===== src/rtl/pref_refresh_queue_if.sv =====
// rtl/pref_refresh_queue_if.sv - tracker request, refresh command and status bundle for pref_refresh_queue
interface pref_refresh_queue_if #(
  parameter int ROW_ADDR_BIT = 16,
  parameter int BANK_ID_W    = 4,
  parameter int QUEUE_DEPTH  = 8
);
  localparam int CW = $clog2(QUEUE_DEPTH) + 1;

  logic                    req_i;
  logic [BANK_ID_W-1:0]    bank_id_i;
  logic [ROW_ADDR_BIT-1:0] victim_low_i;
  logic [ROW_ADDR_BIT-1:0] victim_high_i;
  logic                    pref_valid_o;
  logic                    pref_ready_i;
  logic [BANK_ID_W-1:0]    pref_bank_o;
  logic [ROW_ADDR_BIT-1:0] pref_row_o;
  logic [CW-1:0]           count_o;
  logic                    overflow_o;
  logic [7:0]              drop_cnt_o;

  modport slave (
    input  req_i, bank_id_i, victim_low_i, victim_high_i, pref_ready_i,
    output pref_valid_o, pref_bank_o, pref_row_o, count_o, overflow_o, drop_cnt_o
  );

  modport master (
    output req_i, bank_id_i, victim_low_i, victim_high_i, pref_ready_i,
    input  pref_valid_o, pref_bank_o, pref_row_o, count_o, overflow_o, drop_cnt_o
  );
endinterface


===== src/rtl/pref_refresh_queue.sv =====
// rtl/pref_refresh_queue.sv - preventive-refresh request FIFO draining as single-row refresh commands
// Define PREF_DEDUP_EN to silently discard requests already present in the queue.
module pref_refresh_queue #(
  parameter int ROW_ADDR_BIT = 16,
  parameter int BANK_ID_W    = 4,
  parameter int QUEUE_DEPTH  = 8,
  parameter int GAP_CYCLES   = 4
) (
  input logic                 clk_i,
  input logic                 rst_i,
  pref_refresh_queue_if.slave bus
);
  localparam int AW = $clog2(QUEUE_DEPTH);
  localparam int CW = AW + 1;
  localparam int GW = (GAP_CYCLES > 1) ? $clog2(GAP_CYCLES) : 1;
  localparam logic [GW-1:0] GAP_LOAD = (GAP_CYCLES > 0) ? GW'(GAP_CYCLES - 1) : '0;
  localparam logic [CW-1:0] FULL = CW'(QUEUE_DEPTH);

  typedef enum logic [1:0] {IDLE, ISSUE_LOW, ISSUE_HIGH, GAP} state_t;
  state_t state, state_d;

  logic [BANK_ID_W-1:0]    bank_mem [QUEUE_DEPTH];
  logic [ROW_ADDR_BIT-1:0] low_mem  [QUEUE_DEPTH];
  logic [ROW_ADDR_BIT-1:0] high_mem [QUEUE_DEPTH];
  logic [QUEUE_DEPTH-1:0]  dual_mem;

  logic [AW-1:0]           wr_ptr, rd_ptr;
  logic [CW-1:0]           count;
  logic                    valid_q, valid_d;
  logic [ROW_ADDR_BIT-1:0] row_q, row_d;
  logic [BANK_ID_W-1:0]    bank_q, bank_d;
  logic [GW-1:0]           gap_cnt, gap_d;
  logic                    overflow_q;
  logic [7:0]              drop_cnt_q;
  logic                    handshake, pop, dup, push, drop;

  // valid_q is high exactly in the two ISSUE states, so it doubles as the state qualifier
  assign handshake = valid_q & bus.pref_ready_i;
  assign pop = handshake & ((state == ISSUE_HIGH) | ((state == ISSUE_LOW) & ~dual_mem[rd_ptr]));

`ifdef PREF_DEDUP_EN
  logic [AW-1:0] dup_slot;
  // The head stays matchable until its pop cycle; a same-cycle duplicate of a popping head is new
  always_comb begin
    dup      = 1'b0;
    dup_slot = '0;
    for (int i = 0; i < QUEUE_DEPTH; i++) begin
      if ((CW'(i) < count) && !((i == 0) && pop)) begin
        dup_slot = rd_ptr + AW'(i);
        if ((bank_mem[dup_slot] == bus.bank_id_i) &&
            (low_mem[dup_slot] == bus.victim_low_i) &&
            (high_mem[dup_slot] == bus.victim_high_i))
          dup = 1'b1;
      end
    end
  end
`else
  assign dup = 1'b0;
`endif

  assign push = bus.req_i & ~dup & ((count != FULL) | pop);
  assign drop = bus.req_i & ~dup & (count == FULL) & ~pop;

  always_comb begin
    state_d = state;
    valid_d = valid_q;
    row_d   = row_q;
    bank_d  = bank_q;
    gap_d   = gap_cnt;
    case (state)
      IDLE: begin
        if (count != '0) begin
          state_d = ISSUE_LOW;
          valid_d = 1'b1;
          row_d   = low_mem[rd_ptr];
          bank_d  = bank_mem[rd_ptr];
        end
      end
      ISSUE_LOW: begin
        if (handshake) begin
          if (dual_mem[rd_ptr]) begin
            state_d = ISSUE_HIGH;
            row_d   = high_mem[rd_ptr];
          end else begin
            valid_d = 1'b0;
            state_d = (GAP_CYCLES == 0) ? IDLE : GAP;
            gap_d   = GAP_LOAD;
          end
        end
      end
      ISSUE_HIGH: begin
        if (handshake) begin
          valid_d = 1'b0;
          state_d = (GAP_CYCLES == 0) ? IDLE : GAP;
          gap_d   = GAP_LOAD;
        end
      end
      GAP: begin
        if (gap_cnt == '0) state_d = IDLE;
        else               gap_d   = gap_cnt - 1'b1;
      end
      default: state_d = IDLE;
    endcase
  end

  always_ff @(posedge clk_i) begin
    if (rst_i) begin
      state   <= IDLE;
      valid_q <= 1'b0;
      row_q   <= '0;
      bank_q  <= '0;
      gap_cnt <= '0;
    end else begin
      state   <= state_d;
      valid_q <= valid_d;
      row_q   <= row_d;
      bank_q  <= bank_d;
      gap_cnt <= gap_d;
    end
  end

  always_ff @(posedge clk_i) begin
    if (rst_i) begin
      wr_ptr     <= '0;
      rd_ptr     <= '0;
      count      <= '0;
      overflow_q <= 1'b0;
      drop_cnt_q <= '0;
    end else begin
      if (push) wr_ptr <= wr_ptr + 1'b1;
      if (pop)  rd_ptr <= rd_ptr + 1'b1;
      if (push && !pop)      count <= count + 1'b1;
      else if (pop && !push) count <= count - 1'b1;
      if (drop) begin
        overflow_q <= 1'b1;
        if (drop_cnt_q != 8'hFF) drop_cnt_q <= drop_cnt_q + 1'b1;
      end
    end
  end

  always_ff @(posedge clk_i) begin
    if (push) begin
      bank_mem[wr_ptr] <= bus.bank_id_i;
      low_mem[wr_ptr]  <= bus.victim_low_i;
      high_mem[wr_ptr] <= bus.victim_high_i;
      dual_mem[wr_ptr] <= (bus.victim_low_i != bus.victim_high_i);
    end
  end

  assign bus.pref_valid_o = valid_q;
  assign bus.pref_row_o   = row_q;
  assign bus.pref_bank_o  = bank_q;
  assign bus.count_o      = count;
  assign bus.overflow_o   = overflow_q;
  assign bus.drop_cnt_o   = drop_cnt_q;
endmodule


===== src/flat_wrapper.sv =====
// flat-port wrapper written by rule: the top's interface ports become plain ports
module pref_refresh_queue_flat 
#(
  parameter int ROW_ADDR_BIT = 16,
  parameter int BANK_ID_W    = 4,
  parameter int QUEUE_DEPTH  = 8,
  parameter int GAP_CYCLES   = 4
)
  (clk_i, rst_i, bus_req_i, bus_bank_id_i, bus_victim_low_i, bus_victim_high_i, bus_pref_ready_i, bus_pref_valid_o, bus_pref_bank_o, bus_pref_row_o, bus_count_o, bus_overflow_o, bus_drop_cnt_o);
  pref_refresh_queue_if #(.ROW_ADDR_BIT(ROW_ADDR_BIT), .BANK_ID_W(BANK_ID_W), .QUEUE_DEPTH(QUEUE_DEPTH)) bus_i ();
  input logic clk_i;
  input logic rst_i;
  input wire logic [$bits(bus_i.req_i)-1:0] bus_req_i;
  input wire logic [$bits(bus_i.bank_id_i)-1:0] bus_bank_id_i;
  input wire logic [$bits(bus_i.victim_low_i)-1:0] bus_victim_low_i;
  input wire logic [$bits(bus_i.victim_high_i)-1:0] bus_victim_high_i;
  input wire logic [$bits(bus_i.pref_ready_i)-1:0] bus_pref_ready_i;
  output wire logic [$bits(bus_i.pref_valid_o)-1:0] bus_pref_valid_o;
  output wire logic [$bits(bus_i.pref_bank_o)-1:0] bus_pref_bank_o;
  output wire logic [$bits(bus_i.pref_row_o)-1:0] bus_pref_row_o;
  output wire logic [$bits(bus_i.count_o)-1:0] bus_count_o;
  output wire logic [$bits(bus_i.overflow_o)-1:0] bus_overflow_o;
  output wire logic [$bits(bus_i.drop_cnt_o)-1:0] bus_drop_cnt_o;
  assign bus_i.req_i = bus_req_i;
  assign bus_i.bank_id_i = bus_bank_id_i;
  assign bus_i.victim_low_i = bus_victim_low_i;
  assign bus_i.victim_high_i = bus_victim_high_i;
  assign bus_i.pref_ready_i = bus_pref_ready_i;
  assign bus_pref_valid_o = bus_i.pref_valid_o;
  assign bus_pref_bank_o = bus_i.pref_bank_o;
  assign bus_pref_row_o = bus_i.pref_row_o;
  assign bus_count_o = bus_i.count_o;
  assign bus_overflow_o = bus_i.overflow_o;
  assign bus_drop_cnt_o = bus_i.drop_cnt_o;
  pref_refresh_queue #(.ROW_ADDR_BIT(ROW_ADDR_BIT), .BANK_ID_W(BANK_ID_W), .QUEUE_DEPTH(QUEUE_DEPTH), .GAP_CYCLES(GAP_CYCLES)) u_core (.clk_i(clk_i), .rst_i(rst_i), .bus(bus_i));
endmodule

===== config.mk =====
export PLATFORM = sky130hd
export DESIGN_NAME = pref_refresh_queue_flat
export DESIGN_NICKNAME = d
export VERILOG_FILES = /design/src/rtl/pref_refresh_queue_if.sv /design/src/rtl/pref_refresh_queue.sv /design/src/flat_wrapper.sv
export SDC_FILE = /design/constraint.sdc
export NUM_CORES = 1
export LEC_CHECK = 0
export ABC_AREA = 1
export BUFFER_PORTS_ARGS = -buffer_cell sky130_fd_sc_hd__buf_2
export CAP_MARGIN = 25
export CORE_MARGIN = 3
export CORE_UTILIZATION = 45
export CTS_BUF_LIST = sky130_fd_sc_hd__clkbuf_4 sky130_fd_sc_hd__clkbuf_8
export CTS_CLUSTER_DIAMETER = 40
export CTS_CLUSTER_SIZE = 30
export DETAILED_ROUTE_END_ITERATION = 12
export RECOVER_POWER = 50
export SLEW_MARGIN = 10
export SYNTH_ARGS = -nofsm -noshare
export SYNTH_HDL_FRONTEND = slang
export SYNTH_SLANG_ARGS = --single-unit

===== constraint.sdc =====
create_clock -name clk_i -period 7.3 [get_ports clk_i]
set_input_delay 0.73 -clock clk_i [delete_from_list [all_inputs] [get_ports clk_i]]
set_output_delay 0.73 -clock clk_i [all_outputs]
set_load 0.005 [all_outputs]

---- Word-level counts from Yosys, hierarchy flattened ----
Memories as Yosys holds them, arrays and structs flattened. A register that Yosys moved wholly into a read port is not among the register bits.
Index checks and enable logic that the tools add are counted.
word-level totals
  RAM bits ................................ 288
  bits of input ports ..................... 40
  bits in registers ....................... 48
  word-level logic and storage cells ...... 96
  output and inout bits ................... 34
  memories ................................ 3
memory list
  name             words  bits a word  rd ports  clocked after Yosys merged registers in  wr ports  line                      text
  u_core.high_mem  8      16           1         1                                        1         pref_refresh_queue.sv:24  logic [ROW_ADDR_BIT-1:0] high_mem [QUEUE_DEPTH];
  u_core.low_mem   8      16           1         1                                        1         pref_refresh_queue.sv:23  logic [ROW_ADDR_BIT-1:0] low_mem [QUEUE_DEPTH];
  u_core.bank_mem  8      4            1         1                                        1         pref_refresh_queue.sv:22  logic [BANK_ID_W-1:0] bank_mem [QUEUE_DEPTH];
cells by class
  multiplexer cells ....................... 32
  add/sub/neg operators ................... 6
  magnitude comparators ................... 3
  bitwise gates (word level) .............. 10
  reductions and logical operators ........ 18
  equality and inequality tests ........... 14
operator list
  kind                                                         count
  2-to-1 mux 16 bit                                            3
  one-hot mux 16 bit (2 select lines)                          1
  inequality test 16 bit                                       1
  2-to-1 mux 2 bit                                             7
  2-to-1 mux 3 bit                                             4
  AND reduction 5 bit                                          2
  2-to-1 mux 1 bit                                             9
  adder 8 x 1 -> 8 bit (second input constant)                 1
  bitwise mux 8 bit                                            1
  less-than comparator 3 x 4 -> 1 bit (second input constant)  2
  2-to-1 mux 4 bit                                             2
  inequality test 2 x 1 -> 1 bit (second input constant)       4
  inequality test 8 bit (second input constant)                1
  one-hot mux 2 bit (4 select lines)                           1
  AND reduction 4 bit                                          2
  adder 3 x 1 -> 3 bit (second input constant)                 2
  bitwise AND 1 bit                                            6
  inequality test 2 bit (second input constant)                3
  one-hot mux 2 bit (3 select lines)                           1
  nonzero test 3 bit                                           2
  adder 4 x 1 -> 4 bit (second input constant)                 1
  == test 2 bit (second input constant)                        2
  == test 4 bit (second input constant)                        1
  logical NOT 2 bit                                            2
  other kinds (15)                                             22

---- Depth between registers and ports, before layout ----
  depth in word-level cells ............... 12
  mapped depth ............................ 21

---- Worst setup path after synthesis ----
Ideal clock, no wire load.
  kind .................................... register to register
  start point ............................. register u_core.rd_ptr[0]
  end point ............................... memory u_core.bank_mem[0][0], enable pin
  arrival ................................. 2.876 ns
  required time ........................... 6.869 ns
  cell stages (with the launch flop) ...... 13
  path slack .............................. 3.993 ns
  path through ............................ dfxtp_1 -> buf_4 -> nand2_1 -> nand3_1 -> nand2_1 -> nand2_1 -> nand3_2 -> nand2_2 -> nand2_2 -> buf_6 -> a21oi_4 -> nand2_2 -> nor2_1
between the ends
  cells in the longest elaborated chain, start to end .. 10
ends and longest elaborated chain
  what                                    line                       text
  start, declared                         pref_refresh_queue.sv:27   logic [AW-1:0] wr_ptr, rd_ptr;
  start signal, assigned                  pref_refresh_queue.sv:131  if (pop) rd_ptr <= rd_ptr + 1'b1;
  binary-select mux 1 bit (select 3 bit)  pref_refresh_queue.sv:39   assign pop = handshake & ((state == ISSUE_HIGH) | ((state == ISSUE_LOW) & ~dual_mem[rd_ptr]));
  2-to-1 mux 1 bit (not written as such)  pref_refresh_queue.sv:39
  NOT 1 bit                               pref_refresh_queue.sv:39
  bitwise AND 1 bit                       pref_refresh_queue.sv:39
  bitwise OR 1 bit                        pref_refresh_queue.sv:39
  bitwise AND 1 bit                       pref_refresh_queue.sv:39
  bitwise OR 1 bit                        pref_refresh_queue.sv:61   assign push = bus.req_i & ~dup & ((count != FULL) | pop);
  bitwise AND 1 bit                       pref_refresh_queue.sv:61
  named net u_core.push                   pref_refresh_queue.sv:35   logic handshake, pop, dup, push, drop;
  2-to-1 mux 1 bit                        pref_refresh_queue.sv:142  if (push) begin
  2-to-1 mux 1 bit (not written as such)  pref_refresh_queue.sv:143  bank_mem[wr_ptr] <= bus.bank_id_i;
  end, declared                           pref_refresh_queue.sv:22
The timed path passes the listed nets, and every way through them passes these cells. The select of a mux whose other input is x is not followed.

---- Worst setup path after layout ----
  start point ............................. register u_core.state[1]
  end point ............................... memory u_core.low_mem[0][5], enable pin
between the ends
  cells in the longest elaborated chain, start to end .. 8
ends and longest elaborated chain
  what                                      line                       text
  start, declared                           pref_refresh_queue.sv:20   state_t state, state_d;
  start signal, assigned                    pref_refresh_queue.sv:114  state <= state_d;
  == test 2 x 1 -> 1 bit                    pref_refresh_queue.sv:39
  bitwise AND 1 bit                         pref_refresh_queue.sv:39
  bitwise OR 1 bit *                        pref_refresh_queue.sv:39
  bitwise AND 1 bit *                       pref_refresh_queue.sv:39
  bitwise OR 1 bit *                        pref_refresh_queue.sv:61
  bitwise AND 1 bit *                       pref_refresh_queue.sv:61
  named net u_core.push                     pref_refresh_queue.sv:35
  2-to-1 mux 1 bit *                        pref_refresh_queue.sv:142
  2-to-1 mux 1 bit (not written as such) *  pref_refresh_queue.sv:144  low_mem[wr_ptr] <= bus.victim_low_i;
  end, declared                             pref_refresh_queue.sv:23
Mark *: on every way through the listed nets, which the timed path passes. The rest lies on a longest branch.

==> key figures <==
Logic synthesis
  – Syn avg cell area: about 12 sq um
  – Post-synth cell types: 33
  – Synth Cell Area: ~14000 sq um
  – Sequential share of the synthesized area: between 70% and 80%
  – #FFs+latches synth: between 300 and 400
  – Syn_nets: between 1000 and 1500
  – Mapped Cells: 1178
  – Synth warn: 0

Floorplanning
  – # rows: 63
  – Initial core utilization: a little under half
  – IO Count: 74
  – Die height: about 180 um
  – Core Region: approximately 30000 sq um
  – Die area: approximately 33000 sq um
  – Die width: around 180 um

Clocking
  – TritonCTS clock tree: built
  – Post-CTS resize count: 0
  – Root buffer cell: clkbuf_8
  – Clock Latency Late Sink: roughly 0.57 ns
  – CTS Hold Bufs: 0
  – TritonCTS buffer count: 44
  – Setup bufs post-CTS: 0
  – H-tree depth: 2
  – Clk slew on worst S/H paths: roughly 0.08 ns
  – Clock Sinks: 343
  – Clock tree buffer depth: 3

Critical path
  – Crit-path max FO: 22
  – Worst EP arrival: around 4.3 ns
  – Critical path launch point type: flip-flop
  – Crit path capture type: flip-flop
  – Slowest cell delay on critical path: between 1 and 1.5 ns
  – Worst path bufs/invs: 3
  – CP dominant cell by count: nand2_2
  – Worst Path Required: around 7.5 ns
  – Cell chain of the critical path: inv_1 > ha_1 > clkbuf_1 > nand3_2 > nand2_2 > nand2_2 > a21oi_4 > nand2_2 > nor2_4 > buf_4
  – CP top delay family: buffers and inverters
  – Setup CP Type: flip-flop to flip-flop
  – Slowest-stage cell, CP: clkbuf_1

Pwr
  – Pwr Total: roughly 0.0047 W
  – Power Density: between 300 and 400 nW/um^2
  – P_leak: ~5.3 nW
  – Maximum VDD drop: around 0.17 mV

Final layout
  – Commonest non-fill, non-tap cell in the layout: edfxtp_1
  – Area Growth Syn to Fin: 12.2%
  – Layout cell share with drive strength beyond 1: 10.5%
  – Layout Nets: between 1000 and 1500
  – Most frequent cells in the layout: edfxtp_1, nor2_1, o21ai_0
  – Fill count: around 2600
  – Final Instance Count excl. Fillers: ~1700
  – Post-route cell area: about 16000 sq um

STA
  – Max Slew Vio Count: 0
  – Tcrit/Tclk final: about 55%
  – Final min period: approximately 4.0 ns
  – Final setup margin: 3.28 ns
  – Fin. Hold Viols: 0
  – Max Clock Freq: ~250 MHz
  – Layout Skew: between 0.015 and 0.02 ns
  – Setup TNS: 0 ns
  – RSZ-0062 raised after global routing: no
  – Worst-Margin Slew: about 1.5 ns
  – Slew headroom: under 10%
  – Final setup vio count: 0

Detailed routing
  – Final ANT Viol Nets: 0
  – Via total after detailed routing: 9113
  – WL per Instance: around 20 um
  – Initial DRC count: about 630
  – WL final: between 30 and 40 mm
  – Avg Vias per Cell: 5.45
  – DRC Markers: 0
  – DRT Pass-1 Iters: 4

Global route
  – Pin count of the biggest net entering global routing: between 80 and 90
  – Gr ovfl total: 0
  – First-pass GRT wire length: between 50 and 60 mm
  – Number of global-route vias before repair: ~9000
  – Initial antenna violation count: 3
  – Total Routing Usage GR: around a fifth

Run status
  – Outcome: finished, final reports clean

Worst hold path
  – Hold Crit Class: flip-flop to flip-flop

Placement
  – Placed inst area: 14600 sq um
  – Worst slack, placed: around 3.7 ns
  – Post-DP HPWL: approximately 18 mm
  – I/O Buffers: 73
  – Placed cell count: around 1600
  – Gpl congestion: 0.783

Flow run
  – Max Cap Viol: 0
-- per-stage QoR --
stage / util, % / hold WS (ns)
finish: 51.8 / 0.464
global route: 51.8 / 0.479
CTS: 52.1 / 0.413
detailed placement: 48.6 / 0.454
global placement: 48.6 / 0.451
floorplan: - / 0.433
-- layout make-up --
cell class              instances  area (sq um)  area share (%)
diodes                          1          2.50          0.0161
clock buffers                  49           662            4.25
clock inverters                33           364            2.34
inverters                      57           215            1.38
multi-input cells             712          3590            23.1
flip-flops and latches        343          9830            63.2
well taps                     390           488            3.14
repair buffers                 88           407            2.61
-- registers in the layout, summed over array words and instances (netlist names), named ones only --
register                 flops
u_core.bank_mem             32
u_core.bus.count_o           4
u_core.rd_ptr                3
u_core.low_mem             128
u_core.wr_ptr                3
u_core.bus.pref_valid_o      1
u_core.gap_cnt               2
u_core.bus.drop_cnt_o        8
u_core.bus.pref_bank_o       4
u_core.bus.pref_row_o       16
u_core.high_mem            128
u_core.dual_mem              8
u_core.bus.overflow_o        1
u_core.state                 2
-- worst reg2reg max path, delay by kind of cell, from the launching register on --
kind | cells | cell delay [ns]
buffers and inverters | 3 | 1.61
AND/OR/NAND/NOR | 5 | 1.37
flip-flops | 1 | 0.34
AO/OA/AOI/OAI | 1 | 0.23
adder cells (fa/ha/maj) | 1 | 0.14
-- kinds of logic (layout without fill, tap and decap cells) --
family / after synthesis / after routing / synth area share, %
AO/OA/AOI/OAI: 309 / 309 / 12.5
XOR/XNOR: 17 / 17 / 1.07
adder cells (fa/ha/maj): 12 / 12 / 1.14
buffers and inverters: 123 / 227 / 3.72
flip-flops: 343 / 343 / 70.8
other: 0 / 1 / 0
AND/OR/NAND/NOR: 374 / 374 / 10.8
-- metal layers --
metal | track usage (%) | routed length [um] | part of all wire (%) | vias to the layer above
met5 | 0 | 45 | 0.14 | -
met4 | 4.88 | 653 | 2.0 | 6
met3 | 4.11 | 2110 | 6.5 | 62
met2 | 31.1 | 15200 | 46 | 259
met1 | 27.7 | 14600 | 45 | 4428
li1 | - | - | - | 4358
-- power by group --
| group | switching [W] | internal, W |
|---|---|---|
| combinational | 0.000550 | 0.000233 |
| sequential | 0.0000726 | 0.00227 |
| clock | 0.000796 | 0.000802 |
| total | 0.00142 | 0.00331 |
-- synth_stat cells (all sizes together) --
library cell / n / share of area [%]
fa: 1 / 0.14
a21oi: 35 / 1.3
dfxtp: 47 / 6.8
o31ai: 1 / 0.054
or2: 2 / 0.090
clkbuf: 35 / 0.96
nand2: 96 / 2.7
xor2: 7 / 0.44
nor4: 2 / 0.090
buf: 31 / 1.2
inv: 57 / 1.5
nor3: 1 / 0.036
o211ai: 38 / 2.1
xnor2: 10 / 0.63
o31a: 1 / 0.063
o221ai: 8 / 0.50
nor2: 234 / 6.3
a31oi: 1 / 0.045
o22ai: 30 / 1.4
o21ai: 195 / 7.0
edfxtp: 296 / 64
ha: 11 / 0.99
nand4: 9 / 0.41
nand3: 30 / 1.2
-- worst paths after layout --
check	depth (start not counted)	slack (ns)	from	to
setup / recovery	10	3.28	u_core.state[1]$_SDFFE_PP0P_	u_core.low_mem[0][5]$_DFFE_PP_
hold / removal	2	0.46	u_core.gap_cnt[1]$_SDFFE_PP0P_	u_core.gap_cnt[1]$_SDFFE_PP0P_
setup reg to reg	10	3.28	u_core.state[1]$_SDFFE_PP0P_	u_core.low_mem[0][5]$_DFFE_PP_
hold reg to reg	2	0.46	u_core.gap_cnt[1]$_SDFFE_PP0P_	u_core.gap_cnt[1]$_SDFFE_PP0P_
Note: power is estimated with default switching activity, not from simulation.
